**config.mk**
```make
export PLATFORM = sky130hd
export DESIGN_NAME = vga_timing_gen
export DESIGN_NICKNAME = d
export VERILOG_FILES = /design/src/rtl/vga_pkg.sv /design/src/rtl/sync_delay.sv /design/src/rtl/vga_timing_gen.sv
export SDC_FILE = /design/constraint.sdc
export NUM_CORES = 1
export LEC_CHECK = 0
export CORE_MARGIN = 4
export CORE_UTILIZATION = 48
export DETAILED_ROUTE_END_ITERATION = 8
export GPL_ROUTABILITY_DRIVEN = 0
export PLACE_DENSITY = 0.88
export SKIP_CTS_REPAIR_TIMING = 1
export SLEW_MARGIN = 20
export SYNTH_ARGS = -nofsm -noshare
export SYNTH_HDL_FRONTEND = slang
export SYNTH_SLANG_ARGS = --single-unit
export TNS_END_PERCENT = 1
```
**constraint.sdc**
```tcl
create_clock -name vga_clk -period 6 [get_ports vga_clk]
set_clock_uncertainty 0.15 [all_clocks]
set_input_delay 1.8 -clock vga_clk [delete_from_list [all_inputs] [get_ports vga_clk]]
set_output_delay 1.8 -clock vga_clk [all_outputs]
set_load 0.02 [all_outputs]
```
**src/rtl/vga_pkg.sv**
```systemverilog
// Shared VGA timing defaults, counter/coordinate types and a window-decode helper.
// Also used by the sprite renderers.
package vga_pkg;

  localparam int unsigned H_VISIBLE_DEF = 640;
  localparam int unsigned H_FRONT_DEF   = 16;
  localparam int unsigned H_SYNC_DEF    = 96;
  localparam int unsigned H_BACK_DEF    = 48;
  localparam int unsigned V_VISIBLE_DEF = 480;
  localparam int unsigned V_FRONT_DEF   = 10;
  localparam int unsigned V_SYNC_DEF    = 2;
  localparam int unsigned V_BACK_DEF    = 33;

  localparam int unsigned H_TOTAL = H_VISIBLE_DEF + H_FRONT_DEF + H_SYNC_DEF + H_BACK_DEF;
  localparam int unsigned V_TOTAL = V_VISIBLE_DEF + V_FRONT_DEF + V_SYNC_DEF + V_BACK_DEF;

  typedef logic [9:0]  coord_t;
  // Counters are one bit wider than coordinates so totals up to 2047 never wrap early.
  typedef logic [10:0] cnt_t;

  function automatic logic in_window(cnt_t v, cnt_t lo, cnt_t hi);
    return (v >= lo) && (v < hi);
  endfunction

endpackage

```
**src/rtl/sync_delay.sv**
```systemverilog
// Parameterised-depth shift register for active-low sync lines; resets to the
// inactive level so a reset never leaves a partial sync pulse behind.
module sync_delay #(
  parameter int unsigned DEPTH = 1
) (
  input  logic i_clk,
  input  logic i_rst_n,
  input  logic i_d,
  output logic o_q
);

  generate
    if (DEPTH == 0) begin : g_bypass
      logic w_unused_bypass;
      assign w_unused_bypass = i_clk ^ i_rst_n;
      assign o_q = i_d;
    end else if (DEPTH == 1) begin : g_one
      logic r_q;
      always_ff @(posedge i_clk or negedge i_rst_n) begin
        if (!i_rst_n) r_q <= 1'b1;
        else          r_q <= i_d;
      end
      assign o_q = r_q;
    end else begin : g_chain
      logic [DEPTH-1:0] r_sr;
      always_ff @(posedge i_clk or negedge i_rst_n) begin
        if (!i_rst_n) r_sr <= '1;
        else          r_sr <= {r_sr[DEPTH-2:0], i_d};
      end
      assign o_q = r_sr[DEPTH-1];
    end
  endgenerate

endmodule

```
**src/rtl/vga_timing_gen.sv**
```systemverilog
// VGA raster timing: pixel/line counters, delayed active-low syncs, frame-start
// pulse and a tempo-driven beat tick that fires every tempo_frames frames.
module vga_timing_gen
  import vga_pkg::*;
#(
  parameter int unsigned H_VISIBLE = H_VISIBLE_DEF,
  parameter int unsigned H_FRONT   = H_FRONT_DEF,
  parameter int unsigned H_SYNC    = H_SYNC_DEF,
  parameter int unsigned H_BACK    = H_BACK_DEF,
  parameter int unsigned V_VISIBLE = V_VISIBLE_DEF,
  parameter int unsigned V_FRONT   = V_FRONT_DEF,
  parameter int unsigned V_SYNC    = V_SYNC_DEF,
  parameter int unsigned V_BACK    = V_BACK_DEF,
  parameter int unsigned SYNC_DLY  = 1
) (
  input  logic       vga_clk,
  input  logic       reset_n,
  input  logic [7:0] tempo_frames,
  output coord_t     DrawX,
  output coord_t     DrawY,
  output logic       blank,
  output logic       hs,
  output logic       vs,
  output logic       frame_start,
  output logic       beat_tick
);

  localparam cnt_t C_H_TOTAL   = cnt_t'(H_VISIBLE + H_FRONT + H_SYNC + H_BACK);
  localparam cnt_t C_V_TOTAL   = cnt_t'(V_VISIBLE + V_FRONT + V_SYNC + V_BACK);
  localparam cnt_t C_H_VIS     = cnt_t'(H_VISIBLE);
  localparam cnt_t C_V_VIS     = cnt_t'(V_VISIBLE);
  localparam cnt_t C_H_SYNC_LO = cnt_t'(H_VISIBLE + H_FRONT);
  localparam cnt_t C_H_SYNC_HI = cnt_t'(H_VISIBLE + H_FRONT + H_SYNC);
  localparam cnt_t C_V_SYNC_LO = cnt_t'(V_VISIBLE + V_FRONT);
  localparam cnt_t C_V_SYNC_HI = cnt_t'(V_VISIBLE + V_FRONT + V_SYNC);

  cnt_t       r_h_cnt;
  cnt_t       r_v_cnt;
  logic [7:0] r_frame_cnt;

  logic       w_h_wrap;
  logic       w_v_wrap;
  logic       w_hs_n;
  logic       w_vs_n;
  logic       w_frame_start;
  logic       w_beat;
  logic [7:0] w_tempo_eff;

  always_comb begin
    w_h_wrap    = (r_h_cnt == C_H_TOTAL - 11'd1);
    w_v_wrap    = (r_v_cnt == C_V_TOTAL - 11'd1);
    w_hs_n      = !in_window(r_h_cnt, C_H_SYNC_LO, C_H_SYNC_HI);
    w_vs_n      = !in_window(r_v_cnt, C_V_SYNC_LO, C_V_SYNC_HI);
    // Gated by reset_n so the pulse is low during reset yet present in the
    // very first cycle after release, when the counters already read 0,0.
    w_frame_start = reset_n && (r_h_cnt == '0) && (r_v_cnt == '0);
    w_tempo_eff   = (tempo_frames == 8'd0) ? 8'd1 : tempo_frames;
    // >= (not ==) so a tempo lowered below the running count still ticks next frame.
    w_beat        = w_frame_start && (r_frame_cnt >= w_tempo_eff - 8'd1);
  end

  always_ff @(posedge vga_clk or negedge reset_n) begin
    if (!reset_n) begin
      r_h_cnt <= '0;
      r_v_cnt <= '0;
    end else if (w_h_wrap) begin
      r_h_cnt <= '0;
      r_v_cnt <= w_v_wrap ? '0 : r_v_cnt + 11'd1;
    end else begin
      r_h_cnt <= r_h_cnt + 11'd1;
    end
  end

  always_ff @(posedge vga_clk or negedge reset_n) begin
    if (!reset_n)           r_frame_cnt <= '0;
    else if (w_frame_start) r_frame_cnt <= w_beat ? 8'd0 : r_frame_cnt + 8'd1;
  end

  sync_delay #(.DEPTH(SYNC_DLY)) u_hs_dly (
    .i_clk   (vga_clk),
    .i_rst_n (reset_n),
    .i_d     (w_hs_n),
    .o_q     (hs)
  );

  sync_delay #(.DEPTH(SYNC_DLY)) u_vs_dly (
    .i_clk   (vga_clk),
    .i_rst_n (reset_n),
    .i_d     (w_vs_n),
    .o_q     (vs)
  );

  assign DrawX       = r_h_cnt[9:0];
  assign DrawY       = r_v_cnt[9:0];
  assign blank       = (r_h_cnt < C_H_VIS) && (r_v_cnt < C_V_VIS);
  assign frame_start = w_frame_start;
  assign beat_tick   = w_beat;

endmodule

```
==> results of run 1 <==
==> worst max path at each step <==
stage	start	end	slack [ns]	cells after the start
2_1_floorplan	tempo_frames[2]	beat_tick	0.02	11
3_3_place_gp	tempo_frames[2]	beat_tick	-0.90	12
3_5_place_dp	tempo_frames[2]	beat_tick	-0.98	12
4_1_cts	tempo_frames[2]	beat_tick	-1.0	12
5_1_grt	tempo_frames[5]	beat_tick	-0.39	13
6_report	tempo_frames[5]	beat_tick	-0.28	11
==> critical path, cell delays in order <==
cell	delay [ns]
dlymetal6s2s_1	0.13
or4_4	0.56
nor3_4	0.21
a21oi_2	0.09
ha_2	0.28
ha_1	0.18
or4_4	0.53
a21oi_2	0.14
o32ai_2	0.10
and2_4	0.18
buf_6	0.12
==> routing by layer <==
metal	global-route usage	part of all wire	up-vias
met3	0.0441	0.046	11
met4	0.0810	0.023	0
met1	0.213	0.40	905
met2	0.339	0.53	60
li1	-	-	881
met5	0	0	-
==> cell families (layout without fill, tap and decap cells) <==
family,Yosys count,count (layout),synth area share
adder cells (fa/ha/maj),15,15,0.0880
buffers and inverters,38,69,0.103
XOR/XNOR,15,15,0.0616
multiplexers,1,1,0.00469
flip-flops,32,32,0.377
AO/OA/AOI/OAI,44,44,0.140
AND/OR/NAND/NOR,90,90,0.226
==> final cells by class <==
type	instances	area (um2)	share of cell area
clock buffers	6	72.6	0.0272
inverters	10	37.5	0.0141
flip-flops and latches	32	803	0.301
well taps	50	62.6	0.0234
repair buffers	51	479	0.179
multi-input cells	165	1180	0.442
clock inverters	2	35.0	0.0131
==> power by group <==
group	total [uW]	internal [uW]	switching, uW
Clock	203	123	79.7
Sequential	217	216	0.864
Combinational	48.1	25.5	22.5
Total	468	365	103
==> synth_stat cells (2+ instances only) <==
cell / number
ha_1: 15
nor2b_1: 2
buf_4: 20
nor4_1: 6
or2_2: 2
nand4_1: 6
nor2_1: 16
or3_1: 2
nor4b_1: 3
and3_1: 5
dfstp_2: 2
dfrtp_1: 30
nand2_1: 15
nand3_1: 12
a2bb2oi_1: 5
or4_1: 2
inv_1: 10
and2_1: 2
o21ai_0: 18
xor2_1: 8
clkbuf_1: 7
xnor2_1: 7
nor3_1: 7
nand2b_1: 3
o31ai_1: 7
a21oi_1: 3
==> placed cells by master, fill, tap and decap left out, types with 2 or more instances in the layout <==
cell	count
dfstp_2	2
ha_2	2
nor2b_1	2
nand2b_1	3
clkdlybuf4s50_1	29
ha_1	13
or4_4	2
dlymetal6s2s_1	4
nor4_1	5
nor3_1	6
nor2_1	16
or2_2	2
inv_1	10
clkbuf_8	5
a2bb2oi_1	5
nand2_1	14
xnor2_1	7
nand3_1	12
and3_1	5
nor4b_1	3
o21ai_0	18
or3_1	2
o31ai_1	7
nand4_1	6
buf_4	17
a21oi_2	2
dfrtp_1	30
xor2_1	7
==> flip-flops by register name, summed over array words and instances (netlist names) <==
signal and cells:
r_h_cnt 11, r_v_cnt 11, r_frame_cnt 8, u_hs_dly.o_q 1, u_vs_dly.o_q 1
==> metrics by stage <==
stage | worst slack, ns | power [uW] | TNS (ns) | std cells | cell area [um2]
global placement | -0.897 | 262 | -0.897 | 306 | 2490
floorplan | 0.0230 | 239 | 0 | 235 | 2150
detailed placement | -0.975 | 264 | -0.975 | 306 | 2490
global route | -0.390 | 485 | -0.390 | 316 | 2670
CTS | -0.998 | 467 | -0.998 | 314 | 2600
finish | -0.283 | 468 | -0.283 | 316 | 2670
==> reports/qor.csv, run 1 <==
stage;metric;value;unit
critical_path;Worst R2R Path Depth;8;
route;number of iterations in the first detailed-routing pass;4;
synthesis;Avg Cell Area, Syn;9.08;um2
route;via count;1857;
synthesis;synthesized flop and latch total;32;
final_layout;nets;290;
clock_tree;CTS Buf Count;5;
synthesis;cells after synthesis;235;
timing;fin worst setup slack;-0.283;ns
route;Post-Route WL;4970;um
die;IO Pins;35;
critical_path;CP Max Fanout;2;
hold_path;hold depth;1;
hold_path;Hold Crit Class;flop to flop;
critical_path;crit end category;output port;
synthesis;Ys Warns;0;
final_layout;final core utilization;0.645;
final_layout;Fillers;359;
clock_tree;CTS max path bufs;2;
final_layout;Inserted Diodes;0;
final_layout;layout cell share with drive strength beyond 1;0.165;
timing;hold_ws;0.384;ns
timing;fmax;0.159;GHz
clock_tree;htree depth;2;
hold_path;Hold EP;r_h_cnt[0];
timing;Final Hold Fails;0;
route;via density per instance;5.88;
die;die width;74.7;um
timing;Tcrit/Tclk final;1.05;
synthesis;area leader, netlist;dfrtp_1;
outcome;status;finished with violations;
route;DRC viols;0;
clock_tree;Reg clk slew, reported paths;0.07;ns
critical_path;Critical R2R Capture;r_frame_cnt[3];
synthesis;Post-synth EDFFs;0;
clock_tree;CTS tree;built;
synthesis;top cells by area, synth;dfrtp_1 35%, ha_1 8.8%, buf_4 7.0%, o21ai_0 4.2%, xor2_1 3.3%;
route;WL per Instance;15.7;um
clock_tree;Sink Count;32;
clock_tree;worst-skew pair later-pin latency;0.29;ns
route;initial drt markers;66;
global_route;first-pass GRT wire length;8190;um
die;die area;5570;um2
global_route;grt ovf;0;
global_route;initial antenna violation count;0;
route;Detail Route Antenna Nets;0;
clock_tree;CTS Root Cell;clkbuf_8;
synthesis;post-synthesis sequential area ratio;0.377;
global_route;vias in the first global route;1866;
pwr;Pleak;0.00116;uW
die;Core Region;4140;um2
synthesis;Synth Flop Type;dfrtp_1;
run;max-cap violations;0;
timing;Slew HR;0.565;
timing;Worst-Margin Slew;0.648;ns
synthesis;Mapped Area;2130;um2
outcome;failing checks;setup timing;
global_route;gr usage total;0.188;
critical_path;CP Launch Type;primary input;
placement;port bufs;34;
timing;max-slew violations;0;
critical_path;crit path kind;primary input to output port;
final_layout;area delta synth->final;25.2;%
global_route;largest net degree at the start of global routing;33;
timing;minimum clock period;6.28;ns
timing;RSZ-0062 raised after global routing;yes;
die;Die Span Y;74.7;um
synthesis;post-synthesis async set-or-reset flop share;1.00;
placement;Post-DP HPWL;3550;um
pwr;VDD IR max;0.131;mV
synthesis;Netlist cell types;46;
critical_path;CP arrival;4.33;ns
timing;setup violators final;1;
die;row count;23;
die;Initial Utilization;0.515;
critical_path;r2r setup slk;3.14;ns
critical_path;Worst Path Required;4.05;ns
critical_path;reg2reg start;r_v_cnt[0];
synthesis;share of the synthesized area in the top cell type;0.352;
hold_path;min-delay src;r_h_cnt[0];
synthesis;syn nets;260;
pwr;pwr dens;175;nW/um2
Power figures use the tool's default switching activity.
==> inputs of run 2 (changes only) <==
--- a/config.mk
+++ b/config.mk
@@ -5,6 +5,7 @@
 export SDC_FILE = /design/constraint.sdc
 export NUM_CORES = 1
 export LEC_CHECK = 0
+export ABC_AREA = 0
 export CORE_MARGIN = 4
 export CORE_UTILIZATION = 48
 export DETAILED_ROUTE_END_ITERATION = 8
==> results of run 2 <==
The final DEF is identical to that of run 1; final timing and power are the same.
